[config.mk]
export PLATFORM = sky130hd
export DESIGN_NAME = fifo_rd_streamer
export DESIGN_NICKNAME = d
export VERILOG_FILES = /design/src/rtl/fifo_rd_streamer.sv
export SDC_FILE = /design/constraint.sdc
export NUM_CORES = 1
export LEC_CHECK = 0
export CAP_MARGIN = 20
export CORE_UTILIZATION = 44
export DETAILED_ROUTE_END_ITERATION = 8
export HOLD_SLACK_MARGIN = 0.03
export PLACE_DENSITY_LB_ADDON = 0.2
export SLEW_MARGIN = 30
export SYNTH_ARGS = -nofsm -noshare
export SYNTH_HDL_FRONTEND = slang
export SYNTH_SLANG_ARGS = --single-unit
[constraint.sdc]
create_clock -name rd_clk -period 2.4 [get_ports rd_clk]
set_clock_uncertainty 0.05 [all_clocks]
set_input_delay 0.48 -clock rd_clk [delete_from_list [all_inputs] [get_ports rd_clk]]
set_output_delay 0.48 -clock rd_clk [all_outputs]
set_load 0.02 [all_outputs]
[src/rtl/fifo_rd_streamer.sv]
// ---------------------------------------------------------------------------
// fifo_rd_streamer
//
// Read-side consumer for a show-ahead async FIFO, living in the rd_clk domain.
// Pops words from the FIFO head and re-presents them as a valid/ready stream
// through a 2-entry skid buffer. out_last marks every PKT_LEN-th accepted
// word, and pkt_done pulses for one cycle after such a word is accepted.
//
// Optional feature macro: RD_STREAMER_STATS_EN
//   When defined, adds the saturating counters words_sent and stall_cycles.
//
// Ports
//   rd_clk        in   1       clock, same as the FIFO read clock
//   rd_rst        in   1       synchronous reset, active-high
//   fifo_rd_data  in   DATA_W  FIFO head word, valid while fifo_empty=0
//   fifo_empty    in   1       FIFO empty flag
//   fifo_rd_en    out  1       pop request to the FIFO
//   out_data      out  DATA_W  stream data (oldest buffered word)
//   out_valid     out  1       stream valid
//   out_ready     in   1       stream ready from the downstream sink
//   out_last      out  1       out_data is the final word of a packet
//   pkt_done      out  1       1-cycle pulse after a last word is accepted
//   words_sent    out  16      accepted-word count   (RD_STREAMER_STATS_EN)
//   stall_cycles  out  16      valid-but-not-ready cycles (RD_STREAMER_STATS_EN)
// ---------------------------------------------------------------------------
module fifo_rd_streamer #(
  parameter int DATA_W  = 16,
  parameter int PKT_LEN = 8,
  parameter int IDX_W   = 8
) (
  input  logic              rd_clk,
  input  logic              rd_rst,
  input  logic [DATA_W-1:0] fifo_rd_data,
  input  logic              fifo_empty,
  output logic              fifo_rd_en,
  output logic [DATA_W-1:0] out_data,
  output logic              out_valid,
  input  logic              out_ready,
  output logic              out_last,
  output logic              pkt_done
`ifdef RD_STREAMER_STATS_EN
  ,
  output logic [15:0]       words_sent,
  output logic [15:0]       stall_cycles
`endif
);

  // Buffer occupancy doubles as the FSM state.
  typedef enum logic [1:0] {
    EMPTY = 2'd0,
    ONE   = 2'd1,
    TWO   = 2'd2
  } occ_e;

  localparam logic [IDX_W-1:0] LAST_IDX = IDX_W'(PKT_LEN - 1);

  occ_e              cnt_q, cnt_d;
  logic [DATA_W-1:0] head_q, head_d;   // oldest entry, drives out_data
  logic [DATA_W-1:0] tail_q, tail_d;   // second entry, only meaningful in TWO
  logic [IDX_W-1:0]  idx_q, idx_d;
  logic              done_q, done_d;

  logic push;
  logic accept;
  logic at_last;

  // Pop decision depends on registered occupancy only, so there is no
  // combinational path from out_ready back to the FIFO.
  assign fifo_rd_en = !rd_rst && !fifo_empty && (cnt_q != TWO);
  assign push       = fifo_rd_en;

  assign out_valid  = (cnt_q != EMPTY);
  assign out_data   = head_q;
  assign at_last    = (idx_q == LAST_IDX);
  assign out_last   = out_valid && at_last;
  assign pkt_done   = done_q;
  assign accept     = out_valid && out_ready;

  // NOTE: every variable assigned here gets a default first, so no path
  // leaves it unassigned and no latch is inferred; blocking '=' is correct
  // in combinational logic.
  always_comb begin
    cnt_d  = cnt_q;
    head_d = head_q;
    tail_d = tail_q;
    case (cnt_q)
      EMPTY: begin
        if (push) begin
          head_d = fifo_rd_data;
          cnt_d  = ONE;
        end
      end
      ONE: begin
        case ({push, accept})
          2'b10: begin
            tail_d = fifo_rd_data;
            cnt_d  = TWO;
          end
          2'b01: cnt_d = EMPTY;
          // Head is consumed and replaced by the word popped this cycle.
          2'b11: head_d = fifo_rd_data;
          default: ;
        endcase
      end
      TWO: begin
        // No push possible here: fifo_rd_en is forced low when full.
        if (accept) begin
          head_d = tail_q;
          cnt_d  = ONE;
        end
      end
      default: cnt_d = EMPTY;
    endcase
  end

  // Packet index advances only on accepted words, so an underrun simply
  // pauses the packet rather than restarting it.
  always_comb begin
    idx_d  = idx_q;
    done_d = 1'b0;
    if (accept) begin
      if (at_last) begin
        idx_d  = '0;
        done_d = 1'b1;
      end else begin
        idx_d = idx_q + IDX_W'(1);
      end
    end
  end

`ifdef RD_STREAMER_STATS_EN
  logic [15:0] words_q;
  logic [15:0] stall_q;
  assign words_sent   = words_q;
  assign stall_cycles = stall_q;
`endif

  // NOTE: state updates use non-blocking '<=' so every register samples the
  // pre-edge values. The two buffer entries are reset along with the control
  // state so out_data reads 0 after reset instead of stale or X data.
  always_ff @(posedge rd_clk) begin
    if (rd_rst) begin
      cnt_q   <= EMPTY;
      head_q  <= '0;
      tail_q  <= '0;
      idx_q   <= '0;
      done_q  <= 1'b0;
`ifdef RD_STREAMER_STATS_EN
      words_q <= '0;
      stall_q <= '0;
`endif
    end else begin
      cnt_q   <= cnt_d;
      head_q  <= head_d;
      tail_q  <= tail_d;
      idx_q   <= idx_d;
      done_q  <= done_d;
`ifdef RD_STREAMER_STATS_EN
      // Both counters saturate at all-ones.
      if (accept && (words_q != 16'hFFFF)) begin
        words_q <= words_q + 16'd1;
      end
      if (out_valid && !out_ready && (stall_q != 16'hFFFF)) begin
        stall_q <= stall_q + 16'd1;
      end
`endif
    end
  end

endmodule

==> impl_metrics.env <==
export IMPL_status="finished with violations"
export IMPL_violations="DRC, setup timing"
export IMPL_syn_inst=218
export IMPL_drv_cap=0
export IMPL_critPathMaxFanout=2
export IMPL_regToRegSetupSlack_ps=590
export IMPL_synth_top_area_cell="dfxtp_1"
export IMPL_power_density_nw_per_um2=587
export IMPL_antenna_found_initial=0
export IMPL_gr_total_overflow=0
export IMPL_cts_made_buffers=5
export IMPL_cts_buffer_depth=2
export IMPL_syn_to_final_growth_pct=30.6
export IMPL_cts_clk_slew_worst_paths_ps=80
export IMPL_design_area_um2=2710
export IMPL_dp_hpwl_mm=3.33
export IMPL_required_ps=1870
export IMPL_ys_seq_elements=43
export IMPL_tightest_slew_ps=487
export IMPL_max_stage_delay_ps=450
export IMPL_r2r_end="idx_q[5]"
export IMPL_route_met2_wl_mm=2.43
export IMPL_vdd_drop_max_v=0.000485
export IMPL_power_total_mw=1.59
export IMPL_synth_seq_area_share_pct=41.5
export IMPL_drc=4
export IMPL_grt_usage_pct=22.0
export IMPL_cts_sinks=43
export IMPL_holdWs_ps=428
export IMPL_leakage_nw=1.02
export IMPL_dpl_cell_area_um2=2570
export IMPL_worst_setup_path_end_kind="output port"
export IMPL_min_to="tail_q[11]"
export IMPL_num_vias=1893
export IMPL_die_w_um=70.6
export IMPL_diodes=0
export IMPL_period_share_pct=101
export IMPL_reg2reg_from="idx_q[0]"
export IMPL_syn_avg_cell_area_um2=9.51
export IMPL_dieArea_um2=4990
export IMPL_layout_commonest_cell="dfxtp_1"
export IMPL_synth_area_um2=2070
export IMPL_clk_latency_ps=300
export IMPL_die_h_um=70.6
export IMPL_wl_per_cell_um=15.9
export IMPL_drt_met1_wl_mm=2.32
export IMPL_vias_per_cell=5.90
export IMPL_arrival_ps=1900
export IMPL_ys_warn_count=0
export IMPL_setup_violations=1
export IMPL_layout_common_cells="41 x dfxtp_1, 37 x clkdlybuf4s50_1, 27 x buf_4"
export IMPL_finalWirelength_mm=5.12
export IMPL_synth_top_cell_area_share_pct=41.5
export IMPL_path_cells="ha_4, or4b_4, or3_4, nor2b_1, buf_4"
export IMPL_cts_tree="done"
export IMPL_worstRegToRegCells=6
export IMPL_fin_ws_ps=-29.1
export IMPL_critPathBufInv=1
export IMPL_grt_pass1_wl_mm=8.74
export IMPL_hold_class="reg -> reg"
export IMPL_criticalPathCategory="reg -> out"
export IMPL_port_buffers=39
export IMPL_root_buffer="clkbuf_8"
export IMPL_core_area_um2=4440
export IMPL_regArea_um2=866
export IMPL_grt_start_max_net_pins=39
export IMPL_gp_congestion=0.792
export IMPL_min_path_cells=2
export IMPL_cp_slowest_cell="or4b_4"
export IMPL_ant_nets=0
export IMPL_yosys_top_cells_area="dfxtp_1 42%, mux2i_1 7.7%, a211oi_2 6.0%"
export IMPL_multi_input_area_um2=1090
export IMPL_drt_iter0_drc=140
export IMPL_drtPass1Iterations=6
export IMPL_start_util_pct=46.6
export IMPL_worst_setup_path_start_kind="register"
export IMPL_hold_viol_final=0
export IMPL_ys_types=39
export IMPL_rsz0062_at_grt="yes"
export IMPL_ios=40
export IMPL_n_fill_cell=410
export IMPL_route_met3_wl_um=325
export IMPL_dp_slack_ps=-150
export IMPL_fmax_mhz=412
export IMPL_top_layer_used="met4"
export IMPL_htreeDepth=2
export IMPL_rows=24
export IMPL_first_global_vias=1857
export IMPL_layout_nets=289
export IMPL_holdCritStartpoint="tail_q[11]"
export IMPL_synthesis_nets=239
export IMPL_min_period_ps=2430
export IMPL_layout_drive_gt1_share_pct=21.2
export IMPL_slew_headroom_pct=67.5
export IMPL_crit_family="simple AND/OR/NAND/NOR gates"
export IMPL_maxSlewViolCount=0
export IMPL_finalSetupTns_ps=-29.1
[flip-flops by register name, indices dropped and copies added, names as in the netlist]
| register | count |
|---|---|
| out_data | 16 |
| tail_q | 16 |
| idx_q | 8 |
| cnt_q | 2 |
| pkt_done | 1 |
[per-stage QoR]
step / util [%] / instances
finish: 60.9 / 321
global route: 60.9 / 321
CTS: 60.8 / 321
detailed placement: 57.8 / 311
global placement: 57.8 / 311
floorplan: - / 218
[final cells by class]
type                    instances  share of cell area (%)
well taps                      52                    2.40
flip-flops and latches         43                    32.0
inverters                       2                   0.277
clock inverters                 2                   0.601
clock buffers                   6                    3.05
multi-input cells             151                    40.3
repair buffers                 65                    21.3
[Yosys cell counts]
cell type,instances
dfxtp_1,43
a21oi_1,24
o21ai_0,21
mux2i_1,16
nand3_1,16
nor4_1,16
a211oi_2,10
clkbuf_1,10
a211oi_1,6
or3_1,6
nand2_1,5
buf_2,4
buf_6,3
nand2b_1,3
buf_1,2
buf_4,2
inv_1,2
nand4_1,2
nor2_1,2
nor4_4,2
o211ai_1,2
o21a_1,2
or2_2,2
or4_1,2
and3b_1,1
buf_12,1
ha_1,1
nand3b_1,1
nor2b_1,1
nor3_1,1
nor3b_1,1
nor4b_4,1
o311ai_0,1
o31ai_1,1
o32ai_1,1
o41ai_2,1
or4b_1,1
xnor2_1,1
xor2_1,1
[worst register-to-register path: stages, from the launching register on]
cell and delay (ps):
dfxtp_4 370, ha_4 130, or4b_4 450, buf_4 160, o41ai_2 300, buf_4 190, a21oi_1 50
[report_power, final]
group / leakage, nW / internal (mW) / switching, mW
clock network: 0.0474 / 0.235 / 0.256
logic: 0.624 / 0.157 / 0.172
registers: 0.352 / 0.749 / 0.0200
total: 1.02 / 1.14 / 0.448
[layer usage]
metal | vias to the layer above | global-route usage [%]
met3 | 4 | 5.84
li1 | 920 | -
met2 | 65 | 35.9
met5 | - | 0
met4 | 0 | 7.11
met1 | 904 | 28.5
[worst max-delay path by stage]
stage / slack [ps] / to / depth (start not counted) / from
global placement: -140 / out_last / 5 / idx_q[0]
floorplan: 170 / out_last / 4 / idx_q[0]
CTS: -30 / out_last / 5 / idx_q[1]
global route: -130 / out_last / 5 / idx_q[0]
detailed placement: -150 / out_last / 5 / idx_q[0]
finish: -30 / out_last / 5 / idx_q[0]
[what timing repair did]
| item | 4_1_cts | 5_1_grt |
|---|---|---|
| setup endpoints to repair | 1 | 1 |
| cloned | 0 | 0 |
| pin swaps | 2 | 2 |
| gates resized for setup | 10 | 2 |
| endpoints found under the hold margin | 0 | 0 |
| hold buffers | 0 | 0 |
| buffers inserted | 2 | 0 |
[logic make-up (layout without fill, tap and decap cells)]
family | Yosys count | in the layout | synth area share [%]
DFF | 43 | 43 | 41.5
buffers and inverters | 24 | 75 | 6.82
adders and majority gates | 1 | 1 | 0.603
muxes | 16 | 16 | 7.72
and+or+nand+nor | 63 | 63 | 20.0
xor gates and xnor gates | 2 | 2 | 0.845
AOI/OAI and AO/OA | 69 | 69 | 22.5
Note: power is estimated with default switching activity, not from simulation.
